## config.mk

```make
export PLATFORM = sky130hd
export DESIGN_NAME = d_branch_resolve_unit_flat
export DESIGN_NICKNAME = d
export VERILOG_FILES = /design/src/rtl/d_branch_pkg.sv /design/src/rtl/d_branch_resolve_unit_if.sv /design/src/rtl/bp_pht.sv /design/src/rtl/d_branch_resolve_unit.sv /design/src/flat_wrapper.sv
export SDC_FILE = /design/constraint.sdc
export NUM_CORES = 1
export LEC_CHECK = 0
export ABC_AREA = 0
export CORE_UTILIZATION = 45
export CTS_CLUSTER_DIAMETER = 50
export DETAILED_ROUTE_END_ITERATION = 7
export PLACE_DENSITY = 0.79
export SYNTH_ARGS = -nofsm -noshare
export SYNTH_HDL_FRONTEND = slang
export SYNTH_HIERARCHICAL = 1
export SYNTH_SLANG_ARGS = --single-unit
```

## constraint.sdc

```tcl
create_clock -name clk -period 3.71 [get_ports clk]
set_input_delay 0.742 -clock clk [delete_from_list [all_inputs] [get_ports clk]]
set_output_delay 0.742 -clock clk [all_outputs]
set_load 0.03 [all_outputs]
```

## src/rtl/d_branch_pkg.sv

```systemverilog
// Shared types and helpers for the D-stage branch resolver and its pattern history table.
package d_branch_pkg;

    typedef enum logic [2:0] {
        CMP_EQ  = 3'd0,
        CMP_NE  = 3'd1,
        CMP_LEZ = 3'd2,
        CMP_GTZ = 3'd3,
        CMP_LTZ = 3'd4,
        CMP_GEZ = 3'd5,
        CMP_ODD = 3'd6,
        CMP_LTU = 3'd7
    } cmp_op_e;

    // Weakly-not-taken: one below the taken threshold (0 for a 1-bit counter).
    function automatic int unsigned ctr_reset_value(input int unsigned bits);
        return (32'd1 << (bits - 1)) - 32'd1;
    endfunction

    function automatic int unsigned idx_width(input int unsigned depth);
        return (depth > 1) ? $clog2(depth) : 1;
    endfunction

endpackage

```

## src/rtl/d_branch_resolve_unit_if.sv

```systemverilog
// D-stage branch resolution bus: pipeline side is master, resolver is slave.
interface d_branch_resolve_unit_if #(
    parameter int unsigned WIDTH     = 32,
    parameter int unsigned PC_WIDTH  = 32,
    parameter int unsigned STAT_BITS = 32
);
    logic                 stall;
    logic                 flush;
    logic                 branch;
    logic [2:0]           cmp_op;
    logic                 link_en;
    logic [WIDTH-1:0]     rs_value;
    logic [WIDTH-1:0]     rt_value;
    logic [PC_WIDTH-1:0]  d_pc;
    logic                 d_pred_taken;
    logic [PC_WIDTH-1:0]  f_pc;
    logic                 f_pred_taken;
    logic                 pc_src;
    logic                 link_wr;
    logic                 mispredict;
    logic [STAT_BITS-1:0] branch_count;
    logic [STAT_BITS-1:0] mispredict_count;

    modport master (
        output stall, flush, branch, cmp_op, link_en, rs_value, rt_value,
               d_pc, d_pred_taken, f_pc,
        input  f_pred_taken, pc_src, link_wr, mispredict, branch_count, mispredict_count
    );

    modport slave (
        input  stall, flush, branch, cmp_op, link_en, rs_value, rt_value,
               d_pc, d_pred_taken, f_pc,
        output f_pred_taken, pc_src, link_wr, mispredict, branch_count, mispredict_count
    );
endinterface

```

## src/rtl/bp_pht.sv

```systemverilog
// Pattern history table of saturating counters: asynchronous read port, one
// saturating update port, all entries reset to weakly-not-taken.
module bp_pht
    import d_branch_pkg::*;
#(
    parameter int unsigned PHT_DEPTH = 16,
    parameter int unsigned CTR_BITS  = 2,
    localparam int unsigned IDX      = idx_width(PHT_DEPTH)
) (
    input  logic           clk_i,
    input  logic           rst_ni,
    input  logic [IDX-1:0] rd_idx_i,
    output logic           rd_taken_o,
    input  logic           upd_en_i,
    input  logic [IDX-1:0] upd_idx_i,
    input  logic           upd_taken_i
);
    localparam logic [CTR_BITS-1:0] CtrInit = CTR_BITS'(ctr_reset_value(CTR_BITS));
    localparam logic [CTR_BITS-1:0] CtrMax  = {CTR_BITS{1'b1}};

    logic [CTR_BITS-1:0] pht_q [PHT_DEPTH];
    logic [CTR_BITS-1:0] cur_ctr;
    logic [CTR_BITS-1:0] upd_ctr_d;

    // No bypass: a same-cycle update is visible on the read port only next cycle.
    assign rd_taken_o = pht_q[rd_idx_i][CTR_BITS-1];
    assign cur_ctr    = pht_q[upd_idx_i];

    always_comb begin
        upd_ctr_d = cur_ctr;
        if (upd_taken_i) begin
            if (cur_ctr != CtrMax) upd_ctr_d = cur_ctr + 1'b1;
        end else begin
            if (cur_ctr != '0) upd_ctr_d = cur_ctr - 1'b1;
        end
    end

    for (genvar g = 0; g < PHT_DEPTH; g++) begin : g_entry
        always_ff @(posedge clk_i or negedge rst_ni) begin
            if (!rst_ni) begin
                pht_q[g] <= CtrInit;
            end else if (upd_en_i && (upd_idx_i == IDX'(g))) begin
                pht_q[g] <= upd_ctr_d;
            end
        end
    end

endmodule

```

## src/rtl/d_branch_resolve_unit.sv

```systemverilog
// D-stage branch resolver: 8-way compare, taken/link/mispredict outputs, PHT
// training and wrap-around branch/mispredict statistics.
module d_branch_resolve_unit
    import d_branch_pkg::*;
#(
    parameter int unsigned WIDTH     = 32,
    parameter int unsigned PC_WIDTH  = 32,
    parameter int unsigned PHT_DEPTH = 16,
    parameter int unsigned CTR_BITS  = 2,
    parameter int unsigned STAT_BITS = 32
) (
    input  logic                    clk,
    input  logic                    reset,
    d_branch_resolve_unit_if.slave  bus
);
    localparam int unsigned IDX = idx_width(PHT_DEPTH);

    logic cond;
    logic resolve;
    logic upd;
    logic rs_neg;
    logic rs_zero;
    logic f_pred_taken;
    logic [STAT_BITS-1:0] branch_count_q, branch_count_d;
    logic [STAT_BITS-1:0] mispredict_count_q, mispredict_count_d;

    assign rs_neg  = bus.rs_value[WIDTH-1];
    assign rs_zero = (bus.rs_value == '0);

    always_comb begin
        cond = 1'b0;
        unique case (cmp_op_e'(bus.cmp_op))
            CMP_EQ:  cond = (bus.rs_value == bus.rt_value);
            CMP_NE:  cond = (bus.rs_value != bus.rt_value);
            CMP_LEZ: cond = rs_neg | rs_zero;
            CMP_GTZ: cond = ~rs_neg & ~rs_zero;
            CMP_LTZ: cond = rs_neg;
            CMP_GEZ: cond = ~rs_neg;
            CMP_ODD: cond = ^bus.rs_value;
            CMP_LTU: cond = (bus.rs_value < bus.rt_value);
        endcase
    end

    assign resolve        = bus.branch & ~bus.flush;
    assign upd            = resolve & ~bus.stall;
    assign bus.pc_src     = resolve & cond;
    assign bus.link_wr    = resolve & cond & bus.link_en;
    // Left ungated by stall; the hazard unit decides when to act on it.
    assign bus.mispredict = resolve & (cond != bus.d_pred_taken);

    bp_pht #(
        .PHT_DEPTH (PHT_DEPTH),
        .CTR_BITS  (CTR_BITS)
    ) u_pht (
        .clk_i       (clk),
        .rst_ni      (reset),
        .rd_idx_i    (bus.f_pc[IDX+1:2]),
        .rd_taken_o  (f_pred_taken),
        .upd_en_i    (upd),
        .upd_idx_i   (bus.d_pc[IDX+1:2]),
        .upd_taken_i (cond)
    );

    assign bus.f_pred_taken = f_pred_taken;

    always_comb begin
        branch_count_d     = branch_count_q;
        mispredict_count_d = mispredict_count_q;
        if (upd) begin
            branch_count_d = branch_count_q + 1'b1;
            if (bus.mispredict) mispredict_count_d = mispredict_count_q + 1'b1;
        end
    end

    always_ff @(posedge clk or negedge reset) begin
        if (!reset) begin
            branch_count_q     <= '0;
            mispredict_count_q <= '0;
        end else begin
            branch_count_q     <= branch_count_d;
            mispredict_count_q <= mispredict_count_d;
        end
    end

    assign bus.branch_count     = branch_count_q;
    assign bus.mispredict_count = mispredict_count_q;

endmodule
```

## src/flat_wrapper.sv

```systemverilog
// flat-port wrapper written by rule: the top's interface ports become plain ports
module d_branch_resolve_unit_flat import d_branch_pkg::*;
#(
    parameter int unsigned WIDTH     = 32,
    parameter int unsigned PC_WIDTH  = 32,
    parameter int unsigned PHT_DEPTH = 16,
    parameter int unsigned CTR_BITS  = 2,
    parameter int unsigned STAT_BITS = 32
)
  (clk, reset, bus_stall, bus_flush, bus_branch, bus_cmp_op, bus_link_en, bus_rs_value, bus_rt_value, bus_d_pc, bus_d_pred_taken, bus_f_pc, bus_f_pred_taken, bus_pc_src, bus_link_wr, bus_mispredict, bus_branch_count, bus_mispredict_count);
  d_branch_resolve_unit_if #(.WIDTH(WIDTH), .PC_WIDTH(PC_WIDTH), .STAT_BITS(STAT_BITS)) bus_i ();
  input  logic clk;
  input  logic reset;
  input wire logic [$bits(bus_i.stall)-1:0] bus_stall;
  input wire logic [$bits(bus_i.flush)-1:0] bus_flush;
  input wire logic [$bits(bus_i.branch)-1:0] bus_branch;
  input wire logic [$bits(bus_i.cmp_op)-1:0] bus_cmp_op;
  input wire logic [$bits(bus_i.link_en)-1:0] bus_link_en;
  input wire logic [$bits(bus_i.rs_value)-1:0] bus_rs_value;
  input wire logic [$bits(bus_i.rt_value)-1:0] bus_rt_value;
  input wire logic [$bits(bus_i.d_pc)-1:0] bus_d_pc;
  input wire logic [$bits(bus_i.d_pred_taken)-1:0] bus_d_pred_taken;
  input wire logic [$bits(bus_i.f_pc)-1:0] bus_f_pc;
  output wire logic [$bits(bus_i.f_pred_taken)-1:0] bus_f_pred_taken;
  output wire logic [$bits(bus_i.pc_src)-1:0] bus_pc_src;
  output wire logic [$bits(bus_i.link_wr)-1:0] bus_link_wr;
  output wire logic [$bits(bus_i.mispredict)-1:0] bus_mispredict;
  output wire logic [$bits(bus_i.branch_count)-1:0] bus_branch_count;
  output wire logic [$bits(bus_i.mispredict_count)-1:0] bus_mispredict_count;
  assign bus_i.stall = bus_stall;
  assign bus_i.flush = bus_flush;
  assign bus_i.branch = bus_branch;
  assign bus_i.cmp_op = bus_cmp_op;
  assign bus_i.link_en = bus_link_en;
  assign bus_i.rs_value = bus_rs_value;
  assign bus_i.rt_value = bus_rt_value;
  assign bus_i.d_pc = bus_d_pc;
  assign bus_i.d_pred_taken = bus_d_pred_taken;
  assign bus_i.f_pc = bus_f_pc;
  assign bus_f_pred_taken = bus_i.f_pred_taken;
  assign bus_pc_src = bus_i.pc_src;
  assign bus_link_wr = bus_i.link_wr;
  assign bus_mispredict = bus_i.mispredict;
  assign bus_branch_count = bus_i.branch_count;
  assign bus_mispredict_count = bus_i.mispredict_count;
  d_branch_resolve_unit #(.WIDTH(WIDTH), .PC_WIDTH(PC_WIDTH), .PHT_DEPTH(PHT_DEPTH), .CTR_BITS(CTR_BITS), .STAT_BITS(STAT_BITS)) u_core (.clk(clk), .reset(reset), .bus(bus_i));
endmodule
```

* After elaboration in Yosys (flattened, before gate mapping)
Index checks and enable logic that the tools add are counted.
Word-level totals: register bits after elaboration 96, input port bits 138, word-level logic and storage cells 96
Cells by class: add/subtract/negate cells 4, magnitude comparators 3, eq/ne operators 26, mux-type cells 10, bitwise operators 13, reduce and logical (&&, ||, !) cells 22
Operators with widths (count):
- 32-bit by 1-bit adder with 32-bit output (second input constant) | 2
- 32-bit equality test | 1
- 4-bit equality test (second input constant) | 8
- 32-bit logical NOT | 1
- 32-bit less-than comparator | 1
- 32-bit inequality test | 1
- 32-bit XOR reduction | 1
- 2-bit binary-select mux with 4-bit select | 2
- 4-bit by 3-bit equality test with 1-bit output (second input constant) | 4
- 1-bit logical AND | 16
- 2-bit 2-to-1 mux | 7
- 3-bit equality test (second input constant) | 4
- 5-bit >= comparator (second input constant) | 2
- 4-bit inverter with 5-bit output | 2
- 4-bit by 2-bit equality test with 1-bit output (second input constant) | 2
- 1-bit case mux with 8 select lines | 1
- 1-bit bitwise AND | 6
- 3-bit by 2-bit equality test with 1-bit output (second input constant) | 2
- 4-bit by 1-bit equality test with 1-bit output (second input constant) | 1
- 4-bit logical NOT | 1
- 1-bit inverter | 4
- 3-bit by 1-bit equality test with 1-bit output (second input constant) | 1
- 3-bit logical NOT | 1
- 2-bit by 1-bit adder with 2-bit output (second input constant) | 1
- other kinds (6) | 6

* Depth between registers and ports, before layout
Gate-level depths: netlist (run 1).
depth in word-level cells 7, depth in mapped cells 14, gate-level depth less buffers 13

* Cells and area by module
The synthesis (run 1) kept the hierarchy.
By module, submodules not included:
- d_branch_resolve_unit | times used 1, cells an instance 445, area an instance 4294.1 um^2, seq. area each 1601.5 um^2
- bp_pht | times used 1, cells an instance 125, area an instance 1821.7 um^2, seq. area each 820.8 um^2

* Worst setup path after synthesis (run 1)
OpenSTA, ideal clock, no wires.
path type input-to-output, start input port bus_rt_value[29], end output port bus_link_wr, data arrival time 2971 ps, required time 2968 ps, slack -3 ps, stages on the path 10, buffers on the path 0, cells stage by stage inv_1 -> ha_1 -> nand4_2 -> nor4_2 -> and2_1 -> a22oi_1 -> xor2_1 -> o211a_4 -> nor2_1 -> and2_1
Between the ends: longest elaborated chain between the ends 4
Ends and longest elaborated chain:
- from (decl) | line flat_wrapper.sv:20 | input wire logic [$bits(bus_i.rt_value)-1:0] bus_rt_value;
- 32-bit less-than comparator, or another cell as far along | line d_branch_resolve_unit.sv:40 | CMP_LTU: cond = (bus.rs_value < bus.rt_value);
- 1-bit case mux with 8 select lines (*) | line d_branch_resolve_unit.sv:32 | unique case (cmp_op_e'(bus.cmp_op))
- 1-bit bitwise AND (*)
- via bus_pc_src | line flat_wrapper.sv:25 | output wire logic [$bits(bus_i.pc_src)-1:0] bus_pc_src;
- 1-bit bitwise AND (*) | line d_branch_resolve_unit.sv:47 | assign bus.link_wr = resolve & cond & bus.link_en;
- to (decl) | line flat_wrapper.sv:26 | output wire logic [$bits(bus_i.link_wr)-1:0] bus_link_wr;
Mark *: on every way through the listed nets, which the timed path passes. The rest lies on a longest branch.

* Worst setup path after layout (run 1)
start input port bus_rs_value[0], end output port bus_mispredict
Between the ends: longest elaborated chain between the ends 6
Ends and longest elaborated chain:
- from (decl) | line flat_wrapper.sv:19 | input wire logic [$bits(bus_i.rs_value)-1:0] bus_rs_value;
- branches (longest 3 deep; another with 32-bit less-than comparator)
- 1-bit case mux with 8 select lines (*) | line d_branch_resolve_unit.sv:32
- 1-bit inequality test (*) | line d_branch_resolve_unit.sv:49 | assign bus.mispredict = resolve & (cond != bus.d_pred_taken);
- 1-bit bitwise AND (*) | line d_branch_resolve_unit.sv:49
- to (decl) | line flat_wrapper.sv:27 | output wire logic [$bits(bus_i.mispredict)-1:0] bus_mispredict;
Mark *: on every way between the ends.

==> results of run 1 <==
synth_stat cells (2+ instances only):
| library cell | instances |
|---|---|
| sky130_fd_sc_hd__o21ai_1 | 2 |
| sky130_fd_sc_hd__a211oi_1 | 2 |
| sky130_fd_sc_hd__nor3b_1 | 3 |
| sky130_fd_sc_hd__nand4_1 | 29 |
| sky130_fd_sc_hd__dfstp_2 | 16 |
| sky130_fd_sc_hd__nand2b_1 | 7 |
| sky130_fd_sc_hd__o31ai_1 | 2 |
| sky130_fd_sc_hd__and2_1 | 9 |
| sky130_fd_sc_hd__and4_1 | 3 |
| sky130_fd_sc_hd__mux2i_1 | 3 |
| sky130_fd_sc_hd__a32o_2 | 2 |
| sky130_fd_sc_hd__nand3_1 | 34 |
| sky130_fd_sc_hd__nor2b_1 | 5 |
| sky130_fd_sc_hd__mux4_1 | 6 |
| sky130_fd_sc_hd__clkbuf_1 | 4 |
| sky130_fd_sc_hd__xnor2_1 | 66 |
| sky130_fd_sc_hd__buf_6 | 3 |
| sky130_fd_sc_hd__and3_1 | 21 |
| sky130_fd_sc_hd__mux2_2 | 36 |
| sky130_fd_sc_hd__nand2_1 | 24 |
| sky130_fd_sc_hd__nor2_1 | 25 |
| sky130_fd_sc_hd__a21oi_1 | 12 |
| sky130_fd_sc_hd__inv_1 | 65 |
| sky130_fd_sc_hd__nor3_1 | 6 |
| sky130_fd_sc_hd__xor2_1 | 12 |
| sky130_fd_sc_hd__o21ai_0 | 4 |
| sky130_fd_sc_hd__mux4_2 | 7 |
| sky130_fd_sc_hd__nand3b_1 | 3 |
| sky130_fd_sc_hd__dfrtp_1 | 80 |
| sky130_fd_sc_hd__ha_1 | 50 |
| sky130_fd_sc_hd__a21o_1 | 4 |
| sky130_fd_sc_hd__buf_2 | 5 |
where the power goes:
| group | switching [mW] | internal (mW) | total, mW |
|---|---|---|---|
| Clock | 0.413 | 0.466 | 0.879 |
| Combinational | 0.452 | 0.444 | 0.895 |
| Sequential | 0.0700 | 1.14 | 1.21 |
what timing repair did:
item                                    in CTS  in global routing
gates resized for setup                    100                 63
pin swaps                                   32                 26
gates cloned                                 0                  0
setup buffers                                3                  0
endpoints found under the setup margin       4                  3
hold buffers                                 0                  0
flip-flops by register name, summed over array words and instances (netlist names):
name                         cells
u_core/bus.mispredict_count     32
u_core/bus.branch_count         32
u_core/u_pht/pht_q              32
per-stage QoR:
| stage | utilization, % | hold slack (ps) | setup TNS [ps] | power (mW) | cells |
|---|---|---|---|---|---|
| 4_1_cts | 64.94 | 477.1 | -17.69 | 2.973 | 929 |
| 3_5_place_dp | 60.08 | 467.3 | -7990 | 2.026 | 910 |
| 5_1_grt | 66.57 | 493.9 | -88.95 | 3.152 | 929 |
| 6_report | 66.57 | 475.2 | 0 | 2.989 | 929 |
| 3_3_place_gp | 60.08 | 460.4 | -6131 | 1.989 | 910 |
| 2_1_floorplan | - | 446.4 | 0 | 1.681 | 570 |
worst reg2reg max path: cells and delay by family (launching register included):
kind          cells  cell delay (ps)
xor+xnor          1              200
flops             1              380
simple gates      7             1860
metal layers:
layer  part of all wire [%]  global-route usage [%]  wire length (um)
met1                     41                   27.04              6530
met2                     52                   39.69              8384
met3                    5.6                   4.778               897
met4                    1.9                   6.962               312
met5                      0                       0                 0
layout by cell type, fill, tap and decap left out, types with 21 or more instances in the layout:
cell type                         count
sky130_fd_sc_hd__mux2_2              36
sky130_fd_sc_hd__nand2_1             24
sky130_fd_sc_hd__buf_4               34
sky130_fd_sc_hd__dfrtp_1             80
sky130_fd_sc_hd__nand3_1             34
sky130_fd_sc_hd__nand4_1             29
sky130_fd_sc_hd__ha_4                33
sky130_fd_sc_hd__clkdlybuf4s50_1     92
sky130_fd_sc_hd__inv_1               41
sky130_fd_sc_hd__and3_1              21
sky130_fd_sc_hd__xnor2_1             59
sky130_fd_sc_hd__nor2_1              23
sky130_fd_sc_hd__inv_2               24
kinds of logic (layout without fill, tap and decap cells):
logic type | count (synthesis) | count (layout) | synth area share (%)
muxes | 53 | 53 | 12.64
xor gates and xnor gates | 81 | 81 | 12.15
DFF | 96 | 96 | 39.61
buffers and inverters | 79 | 262 | 5.523
AOI/OAI and AO/OA | 35 | 35 | 4.031
and+or+nand+nor | 176 | 176 | 15.81
adders and majority gates | 50 | 50 | 10.23
final cells by class:
cell class                 count  area [um^2]
fill                         958         4427
multi-input combinational    395         3924
clock inverter                 7        58.81
sequential                    96         2422
inverter                      65        244.0
timing repair buffer         181         1722
tap                          176        220.2
clock buffer                   9        225.2
path summary, 6_finish.rpt:
path	startpoint	end	slack, ps	depth (start not counted)
min	u_core/bus.branch_count[31]	u_core/bus.branch_count[31]	480	1
max	bus_rs_value[0]	bus_mispredict	50	11
min reg2reg	u_core/bus.branch_count[31]	u_core/bus.branch_count[31]	480	1
min in group asynchronous	reset	u_core/bus.branch_count[16]	560	1
max reg2reg	u_core/bus.branch_count[2]	u_core/bus.branch_count[29]	1190	8
max in group asynchronous	reset	u_core/u_pht/pht_q[22]	2260	2
==> Implementation_results.wiki, run 1 <==
{| class="wikitable"
! Metric !! Value
|-
| Placed cell areas || just under 8000 um^2
|-
| Port Buf Inserts || ~150
|-
| Arrival time at the worst endpoint || around 2900 ps
|-
| Register bit total from synthesis || 96
|-
| Worst path slowest cell || sky130_fd_sc_hd__clkdlybuf4s50_1
|-
| Number of top-level design ports || about 200
|-
| Worst relative slew slack || about a third
|-
| Final net count || about 940
|-
| Portion of synthesized cell area occupied by the leading cell type || between 30% and 40%
|-
| Overall die width || around 120 um
|-
| Core area || around 13000 um^2
|-
| WL/cell || approximately 17 um
|-
| Area added between synthesis and finish || 44.15%
|-
| Largest fanout of any net on the critical path || 3
|-
| Worst EP required || 2970 ps
|-
| Synth Cell Area || 6116 um^2
|-
| Worst setup path class || in2out
|-
| # H-tree levels || 3
|-
| Predominant post-synthesis flop cell || sky130_fd_sc_hd__dfrtp_1
|-
| Final std cell area, no fill || 8816 um^2
|-
| Number of iterations in the first detailed-routing pass || 5
|-
| DR vias || approximately 5000
|-
| Combined buffer and inverter count along the critical path || 3
|-
| Number of distinct library cells after synthesis || 52
|-
| Startpoint type of the worst setup path || input pin
|-
| Initial Utilization || 46.18%
|-
| Status || finished, final reports clean
|-
| Peak supply drop || approximately 450 uV
|-
| EDFF count, synth || 0
|-
| Warnings from Yosys || 6
|-
| Gate family responsible for the most delay along the worst path || buffers and inverters
|-
| Least-Margin Pin Slew || roughly 1000 ps
|-
| Share of layout cells above drive strength 1 || 27.62%
|-
| Shortest clock period the worst path allows after layout || ~3700 ps
|-
| Post-synthesis average cell area || around 11 um^2
|-
| Sequential element share of the synthesized area || slightly below 40%
|-
| Most area-hungry cell type in the Yosys netlist || sky130_fd_sc_hd__dfrtp_1
|-
| Final setup skew || around 7.7 ps
|-
| Global Route Usage Sum || about 22%
|-
| Endpoint class of the critical path || output port
|-
| Share of synthesized registers carrying an async set or reset || 100.0%
|-
| Count of final hold-check violations || 0
|-
| Pwr dens || approximately 340 nW/um^2
|-
| Synth Instances || 570
|-
| Clk slew on worst S/H paths || about 70 ps
|-
| Worst hold path type || reg2reg
|-
| Final setup violation count || 0
|-
| Overflow left after global routing || 0
|-
| Worst slack after detailed placement || -288.2 ps
|-
| MaxCap Viol Count || 0
|-
| Gpl congestion || 0.9048
|-
| Post-route fraction of the period consumed by the critical path || between 90% and 100%
|-
| Max frequency || 273.2 MHz
|-
| Number of antenna cells inserted || 0
|-
| Remaining number of nets flagged by the antenna check after routing || 0
|-
| Slowest stage delay, CP || 480 ps
|-
| Routed wire length || around 16 mm
|-
| Die outline area || around 14000 um^2
|-
| Placement Rows || 42
|-
| Largest buffer count on any clock path || 2
|-
| Total CTS buffers || 9
|-
| Worst-path cell chain || clkdlybuf4s50_1, inv_2, ha_1, nand4_1, nor3_2, a22oi_2, xor2_1, o211a_4, xor2_2, nor2_2, buf_6
|-
| Root cell of the clock tree || sky130_fd_sc_hd__clkbuf_16
|-
| Number of max-slew violations in the final report || 0
|-
| Static Leak || 4.043 nW
|-
| First DRT Iteration DRCs || about 220
|-
| Post-Syn Nets || between 700 and 800
|-
| Top area cells in the synthesized netlist || sky130_fd_sc_hd__dfrtp_1 33%, sky130_fd_sc_hd__ha_1 10%, sky130_fd_sc_hd__xnor2_1 9.5%
|-
| Wire length of the first global-routing pass || around 25 mm
|-
| Via-per-instance ratio || between 5 and 6
|-
| Number of remaining DRC errors || 0
|-
| Placed wire-length estimate || about 11 mm
|-
| Final WS setup || about 50 ps
|-
| Largest net degree at the start of global routing || approximately 80
|-
| Die extent in y || approximately 120 um
|-
| Vias in the first global route || 5228
|-
| Number of sinks driven by the clock tree || between 90 and 100
|-
| Antenna violations before repair || 0
|-
| Clock Latency Late Sink || approximately 340 ps
|-
| TritonCTS clock tree || done
|}
No activity file was read; power rests on OpenSTA's default activity.
==> run 2: changes to the inputs <==
- CORE_UTILIZATION: 45 -> 50
- PLACE_DENSITY: 0.79 -> 0.87
- SLEW_MARGIN: unset -> 20
- clock period: 3.71 -> 4.4 ns (I/O delays scaled with it)
==> Implementation_results.wiki, run 2 (synthesized netlist as in run 1, its figures left out) <==
{| class="wikitable"
! Metric !! Value
|-
| Slowest stage delay, CP || 480 ps (about the same)
|-
| Number of remaining DRC errors || 1 (+1)
|-
| Clock Latency Late Sink || 340 ps (about the same)
|-
| Pwr dens || 306.9 nW/um^2 (-9.5%)
|-
| Antenna violations before repair || 0 (unchanged)
|-
| Startpoint type of the worst setup path || input pin
|-
| Placed wire-length estimate || 11.18 mm (-0.48%)
|-
| Internal Power || 1.756 mW (-15%)
|-
| Clk slew on worst S/H paths || 70 ps (about the same)
|-
| Number of max-slew violations in the final report || 0 (unchanged)
|-
| Final setup violation count || 0 (unchanged)
|-
| Vias in the first global route || 5147 (-1.5%)
|-
| MaxCap Viol Count || 0 (unchanged)
|-
| Count of final hold-check violations || 0 (unchanged)
|-
| Status || finished, violations left
|-
| Die outline area || 12680 um^2 (-9.8%)
|-
| Failing checks || DRC
|-
| Gpl congestion || 0.8614 (-4.8%)
|-
| Net switching component of the power || 0.7446 mW (-20%)
|-
| Global Route Usage Sum || 24.61% (+2.2 points)
|-
| WL/cell || 17.25 um (-0.62%)
|-
| Wire length of the first global-routing pass || 24.83 mm (-1.6%)
|-
| Least-Margin Pin Slew || 849.7 ps (-170.8 ps)
|-
| First DRT Iteration DRCs || 229 (+3.6%)
|-
| Non-filler cells in the finished layout || 874 (-5.9%)
|-
| Count of hold buffers inserted by post-cts repair || 0 (unchanged)
|-
| Placement Rows || 40 (-4.8%)
|-
| Number of antenna cells inserted || 0 (unchanged)
|-
| Worst EP required || 3520 ps (+550 ps)
|-
| Worst setup path class || in2out
|-
| Overflow left after global routing || 0 (unchanged)
|-
| Total instance count after detailed placement || 857 (-5.8%)
|-
| Worst path slowest cell || sky130_fd_sc_hd__clkdlybuf4s50_1
|-
| Worst-path cell chain || clkdlybuf4s50_1, ha_4, nand4_1, nor4_4, and2_4, a22oi_2, xor2_1, o211a_4, xor2_2, nor2_2, buf_6
|-
| Largest net degree at the start of global routing || 71 (-13%)
|-
| Final std cell area, no fill || 8148 um^2 (-7.6%)
|-
| Worst hold path type || reg2reg
|-
| Leading cell type in the layout, fill and taps excluded || sky130_fd_sc_hd__clkdlybuf4s50_1
|-
| Number of iterations in the first detailed-routing pass || 7 (+2)
|-
| Total CTS buffers || 9 (unchanged)
|-
| Worst relative slew slack || 43.35% (+11 points)
|-
| Core area || 11960 um^2 (-9.7%)
|-
| Final net count || 910 (-2.8%)
|-
| Shortest clock period the worst path allows after layout || 4322 ps
|-
| DR vias || 4863 (-3.3%)
|-
| Remaining number of nets flagged by the antenna check after routing || 0 (unchanged)
|-
| Endpoint class of the critical path || output port
|-
| Worst hold slack across all endpoints || 480.9 ps (+5.726 ps)
|-
| Number of sinks driven by the clock tree || 96 (unchanged)
|-
| Routed wire length || 15.08 mm (-6.5%)
|-
| Top library cells by usage in the layout, fill and taps aside || 139 x sky130_fd_sc_hd__clkdlybuf4s50_1, 80 x sky130_fd_sc_hd__dfrtp_1, 66 x sky130_fd_sc_hd__xnor2_1
|-
| Root cell of the clock tree || sky130_fd_sc_hd__clkbuf_16
|-
| Largest fanout of any net on the critical path || 3 (unchanged)
|-
| Final setup skew || 7.000 ps (-0.7081 ps)
|-
| Arrival time at the worst endpoint || 3440 ps (+520 ps)
|-
| Via-per-instance ratio || 5.564 (+2.8%)
|-
| Sequential power share || 40.9% (+0.3 points)
|-
| Placed cell areas || 7737 um^2 (-2.8%)
|-
| Clock power frac || 31.9% (+2.5 points)
|-
| Largest buffer count on any clock path || 2 (unchanged)
|-
| Area added between synthesis and finish || 33.22%
|-
| # H-tree levels || 3 (unchanged)
|-
| Post-route fraction of the period consumed by the critical path || a little over nine tenths
|-
| Combinational Power Share || 27.1% (-2.9 points)
|-
| Die extent in y || 112.6 um (-5.0%)
|-
| Switching part of the total power || 29.78% (-1.5 points)
|-
| Filler instances || 871 (-9.1%)
|-
| TritonCTS clock tree || done
|-
| Peak supply drop || 407.8 uV (-9.8%)
|-
| Max frequency || about 230 MHz
|-
| Number of top-level design ports || 206 (unchanged)
|-
| Static Leak || 3.773 nW (-6.7%)
|-
| Overall die width || 112.6 um (-5.0%)
|-
| Share of layout cells above drive strength 1 || 14.86% (-13 points)
|-
| Initial Utilization || 51.13% (+4.9 points)
|-
| Port Buf Inserts || 149 (unchanged)
|}
[run 2: cell types whose count changed in the layout (fill, tap and decap cells not counted), sizes merged, moves of 3 or more]
cell / change
buf: -26
clkbuf: -5
clkdlybuf4s15: -11
clkdlybuf4s50: +47
dlygate4sd2: -19
dlymetal6s2s: -10
inv: -3
[run 2: final timing paths]
check	from	endpoint	slack [ps]	cells past startpoint
worst max-delay path	bus_rs_value[26]	bus_mispredict	80	11
worst min-delay path	u_core/bus.mispredict_count[31]	u_core/bus.mispredict_count[31]	480	1
worst max register to register	u_core/bus.branch_count[2]	u_core/bus.branch_count[29]	1890	8
worst min register to register	u_core/bus.mispredict_count[31]	u_core/bus.mispredict_count[31]	480	1
max in group asynchronous	reset	u_core/u_pht/pht_q[8]	2820	2
min in group asynchronous	reset	u_core/bus.branch_count[20]	660	1
[run 2: layer usage]
| layer | vias up | track usage [%] | wire length (um) |
|---|---|---|---|
| met5 | - | 0 | 0 |
| met4 | 0 | 9.067 | 282 |
| met3 | 29 | 5.184 | 932 |
| met2 | 194 | 43.29 | 7655 |
| met1 | 2354 | 29.68 | 6205 |
| li1 | 2286 | - | - |
[run 2: final cells by class]
cell class | instances | area (um^2) | share of cell area, %
clock buffers | 11 | 242.7 | 2.979
well taps | 147 | 183.9 | 2.257
multi-input cells | 395 | 3432 | 42.12
inverters | 65 | 244.0 | 2.994
repair buffers | 155 | 1558 | 19.12
clock inverters | 5 | 65.06 | 0.7985
flip-flops and latches | 96 | 2422 | 29.73
[run 2: repair_timing]
action / CTS / global route
pin swaps: 0 / 6
gates resized for setup: 1 / 20
buffers inserted: 0 / 1
endpoints found under the setup margin: 1 / 3
[run 2: power groups by stage]
stage	Combinational [mW]	Clock (mW)	Sequential [mW]
finish	0.679	0.798	1.02
CTS	0.666	0.815	1.02
global placement	0.631	0	1.03
global route	0.734	0.850	1.03
detailed placement	0.658	0	1.04
floorplan	0.322	0	1.09
[run 2: worst max-delay path, delay by kind of cell]
| kind | cells | cell delay (ps) |
|---|---|---|
| AO/OA/AOI/OAI | 2 | 350 |
| buffers and inverters | 2 | 630 |
| adder cells (fa/ha/maj) | 1 | 300 |
| AND/OR/NAND/NOR | 4 | 940 |
| XOR/XNOR | 2 | 340 |
[run 2: metrics by stage]
step	utilization, %	setup WS [ps]	setup TNS [ps]	total power [mW]
after floorplan	-	411.4	0	1.417
after global routing	68.12	-17.18	-17.18	2.618
after global placement	64.69	57.33	0	1.661
after detailed placement	64.69	9.424	0	1.694
final	68.12	77.55	0	2.500
after CTS	67.33	26.24	0	2.503
==> run 3: changes to the inputs <==
--- a/config.mk
+++ b/config.mk
@@ -7,4 +7,5 @@
 export LEC_CHECK = 0
 export ABC_AREA = 0
+export CORE_MARGIN = 4
 export CORE_UTILIZATION = 50
 export CTS_CLUSTER_DIAMETER = 50
==> constraint.sdc (replaced) <==
create_clock -name clk -period 4.4 [get_ports clk]
set_input_delay 0.88 -clock clk [delete_from_list [all_inputs] [get_ports clk]]
set_output_delay 0.88 -clock clk [all_outputs]
set_load 0.05 [all_outputs]
==> Implementation_results.wiki, run 3 (synthesized netlist as in run 1, its figures left out) <==
{| class="wikitable"
! Metric !! Value
|-
| Number of top-level design ports || 206 (unchanged)
|-
| Final std cell area, no fill || 8123 um^2 (-0.31%)
|-
| Worst reg2reg path depth || 7 (-1)
|-
| Worst EP required || 3520 ps (about the same)
|-
| Least-Margin Pin Slew || 855.1 ps (+5.461 ps)
|-
| Final setup violation count || 0 (unchanged)
|-
| Clk slew on worst S/H paths || 70 ps (about the same)
|-
| Remaining number of nets flagged by the antenna check after routing || 0 (unchanged)
|-
| Top library cells by usage in the layout, fill and taps aside || 145 x sky130_fd_sc_hd__clkdlybuf4s50_1, 80 x sky130_fd_sc_hd__dfrtp_1, 66 x sky130_fd_sc_hd__xnor2_1
|-
| Start point of the worst min-delay path || u_core/bus.mispredict_count[31]
|-
| Pwr dens || 313.2 nW/um^2 (+2.1%)
|-
| Core area || 12010 um^2 (+0.42%)
|-
| Reg2reg setup slack || 1970 ps (+80 ps)
|-
| Area added between synthesis and finish || 32.82%
|-
| Static Leak || 3.742 nW (-0.84%)
|-
| Leading cell type in the layout, fill and taps excluded || sky130_fd_sc_hd__clkdlybuf4s50_1
|-
| WHS Endpoint || u_core/bus.mispredict_count[31]
|-
| Post-route fraction of the period consumed by the critical path || 97.61% (-0.63 points)
|-
| Number of max-slew violations in the final report || 0 (unchanged)
|-
| FF-to-FF End || u_core/bus.mispredict_count[30]
|-
| Worst relative slew slack || 42.99% (-0.36 points)
|-
| RSZ-0062 raised after global routing || no
|-
| Worst setup path class || in2out
|-
| Final setup skew || 7.082 ps (+0.08196 ps)
|-
| Final net count || 914 (+0.44%)
|-
| Peak supply drop || 252.0 uV (-38%)
|-
| Overflow left after global routing || 0 (unchanged)
|-
| First DRT Iteration DRCs || 243 (+6.1%)
|-
| Placed cell areas || 7792 um^2 (+0.71%)
|-
| Final TNS setup || 0 ps (unchanged)
|-
| Die extent in y || 118.6 um (+5.3%)
|-
| TritonCTS clock tree || done
|-
| Number of remaining DRC errors || 0 (-1)
|-
| Largest net degree at the start of global routing || 72 (+1.4%)
|-
| WL/cell || 17.10 um (-0.86%)
|-
| Startpoint type of the worst setup path || input pin
|-
| Arrival time at the worst endpoint || 3410 ps (-30 ps)
|-
| Port Buf Inserts || 149 (unchanged)
|-
| Antenna violations before repair || 0 (unchanged)
|-
| Wire length of the first global-routing pass || 24.85 mm (about the same)
|-
| # H-tree levels || 3 (unchanged)
|-
| Count of final hold-check violations || 0 (unchanged)
|-
| DR vias || 4788 (-1.5%)
|-
| Die outline area || 14060 um^2 (+11%)
|-
| Via-per-instance ratio || 5.453 (-2.0%)
|-
| Number of sinks driven by the clock tree || 96 (unchanged)
|-
| Status || finished, final reports clean
|-
| Vias in the first global route || 5187 (+0.78%)
|-
| Number of iterations in the first detailed-routing pass || 4 (-3)
|-
| Worst hold path type || reg2reg
|-
| Initial Utilization || 50.92% (-0.21 points)
|-
| Routed wire length || 15.01 mm (-0.40%)
|-
| Global Route Usage Sum || 21.40% (-3.2 points)
|-
| Number of cells on the worst hold path || 1 (unchanged)
|-
| Overall die width || 118.6 um (+5.3%)
|-
| Share of layout cells above drive strength 1 || 14.09% (-0.77 points)
|-
| MaxCap Viol Count || 0 (unchanged)
|-
| Placement Rows || 40 (unchanged)
|-
| Clock Latency Late Sink || 330 ps (about the same)
|-
| Max frequency || 232.8 MHz (+0.65%)
|-
| Shortest clock period the worst path allows after layout || 4295 ps (-27.75 ps)
|-
| Endpoint class of the critical path || output port
|-
| Gpl congestion || 0.8702 (+1.0%)
|-
| Placed wire-length estimate || 11.45 mm (+2.4%)
|-
| Largest fanout of any net on the critical path || 4 (+1)
|-
| Number of antenna cells inserted || 0 (unchanged)
|-
| Root cell of the clock tree || sky130_fd_sc_hd__clkbuf_16
|-
| Total CTS buffers || 9 (unchanged)
|-
| Largest buffer count on any clock path || 2 (unchanged)
|-
| Critical R2R Launch || u_core/bus.mispredict_count[0]
|}
run 3: what timing repair did:
action	4_1_cts	5_1_grt
hold buffers	0	0
pin swaps	0	2
setup endpoints to repair	1	2
resized for setup	2	2
buffers inserted	0	1
run 3: metrics by stage:
| stage | worst slack, ps | util, % | instances | power, mW | hold slack [ps] |
|---|---|---|---|---|---|
| floorplan | 13.74 | - | 570 | 1.475 | 488.9 |
| global placement | 55.48 | 64.88 | 861 | 1.722 | 457.2 |
| detailed placement | 70.48 | 64.88 | 861 | 1.758 | 466.1 |
| CTS | 45.70 | 67.52 | 877 | 2.559 | 476.3 |
| global route | 9.155 | 67.63 | 878 | 2.662 | 484.3 |
| finish | 105.3 | 67.63 | 878 | 2.544 | 480.0 |
run 3: power by group:
| group | switching, mW | internal (mW) | leakage, nW |
|---|---|---|---|
| clock network | 0.334 | 0.460 | 0.140 |
| registers | 0.0566 | 0.965 | 1.27 |
| logic | 0.402 | 0.326 | 2.33 |
run 3: worst max path at each step:
stage	startpoint	slack, ps	end
global placement	bus_rt_value[29]	60	bus_link_wr
floorplan	bus_rt_value[29]	10	bus_link_wr
finish	bus_rt_value[29]	110	bus_link_wr
CTS	bus_rt_value[27]	50	bus_link_wr
detailed placement	bus_rt_value[29]	70	bus_mispredict
global route	bus_rs_value[31]	9	bus_mispredict
run 3: per-layer routing:
layer	track usage, %	wire (um)
met2	37.30	7505
met4	6.010	221
met1	25.73	6289
met3	6.268	999
met5	0	0
run 3: final cells by class:
type                    instances  area (um^2)
well taps                     147        183.9
inverters                      65        244.0
fillers                       879         3889
clock buffers                  11        242.7
clock inverters                 5        63.81
repair buffers                159         1594
multi-input cells             395         3372
flip-flops and latches         96         2422
run 3: critical path, cell delays in order:
cell	delay [ps]
sky130_fd_sc_hd__clkdlybuf4s50_1	480
sky130_fd_sc_hd__inv_1	50
sky130_fd_sc_hd__ha_1	310
sky130_fd_sc_hd__nand4_2	150
sky130_fd_sc_hd__nor4_4	340
sky130_fd_sc_hd__and2_1	200
sky130_fd_sc_hd__a22oi_1	80
sky130_fd_sc_hd__xor2_1	160
sky130_fd_sc_hd__o211a_4	270
sky130_fd_sc_hd__nor2_2	170
sky130_fd_sc_hd__and2_4	190
sky130_fd_sc_hd__buf_12	130
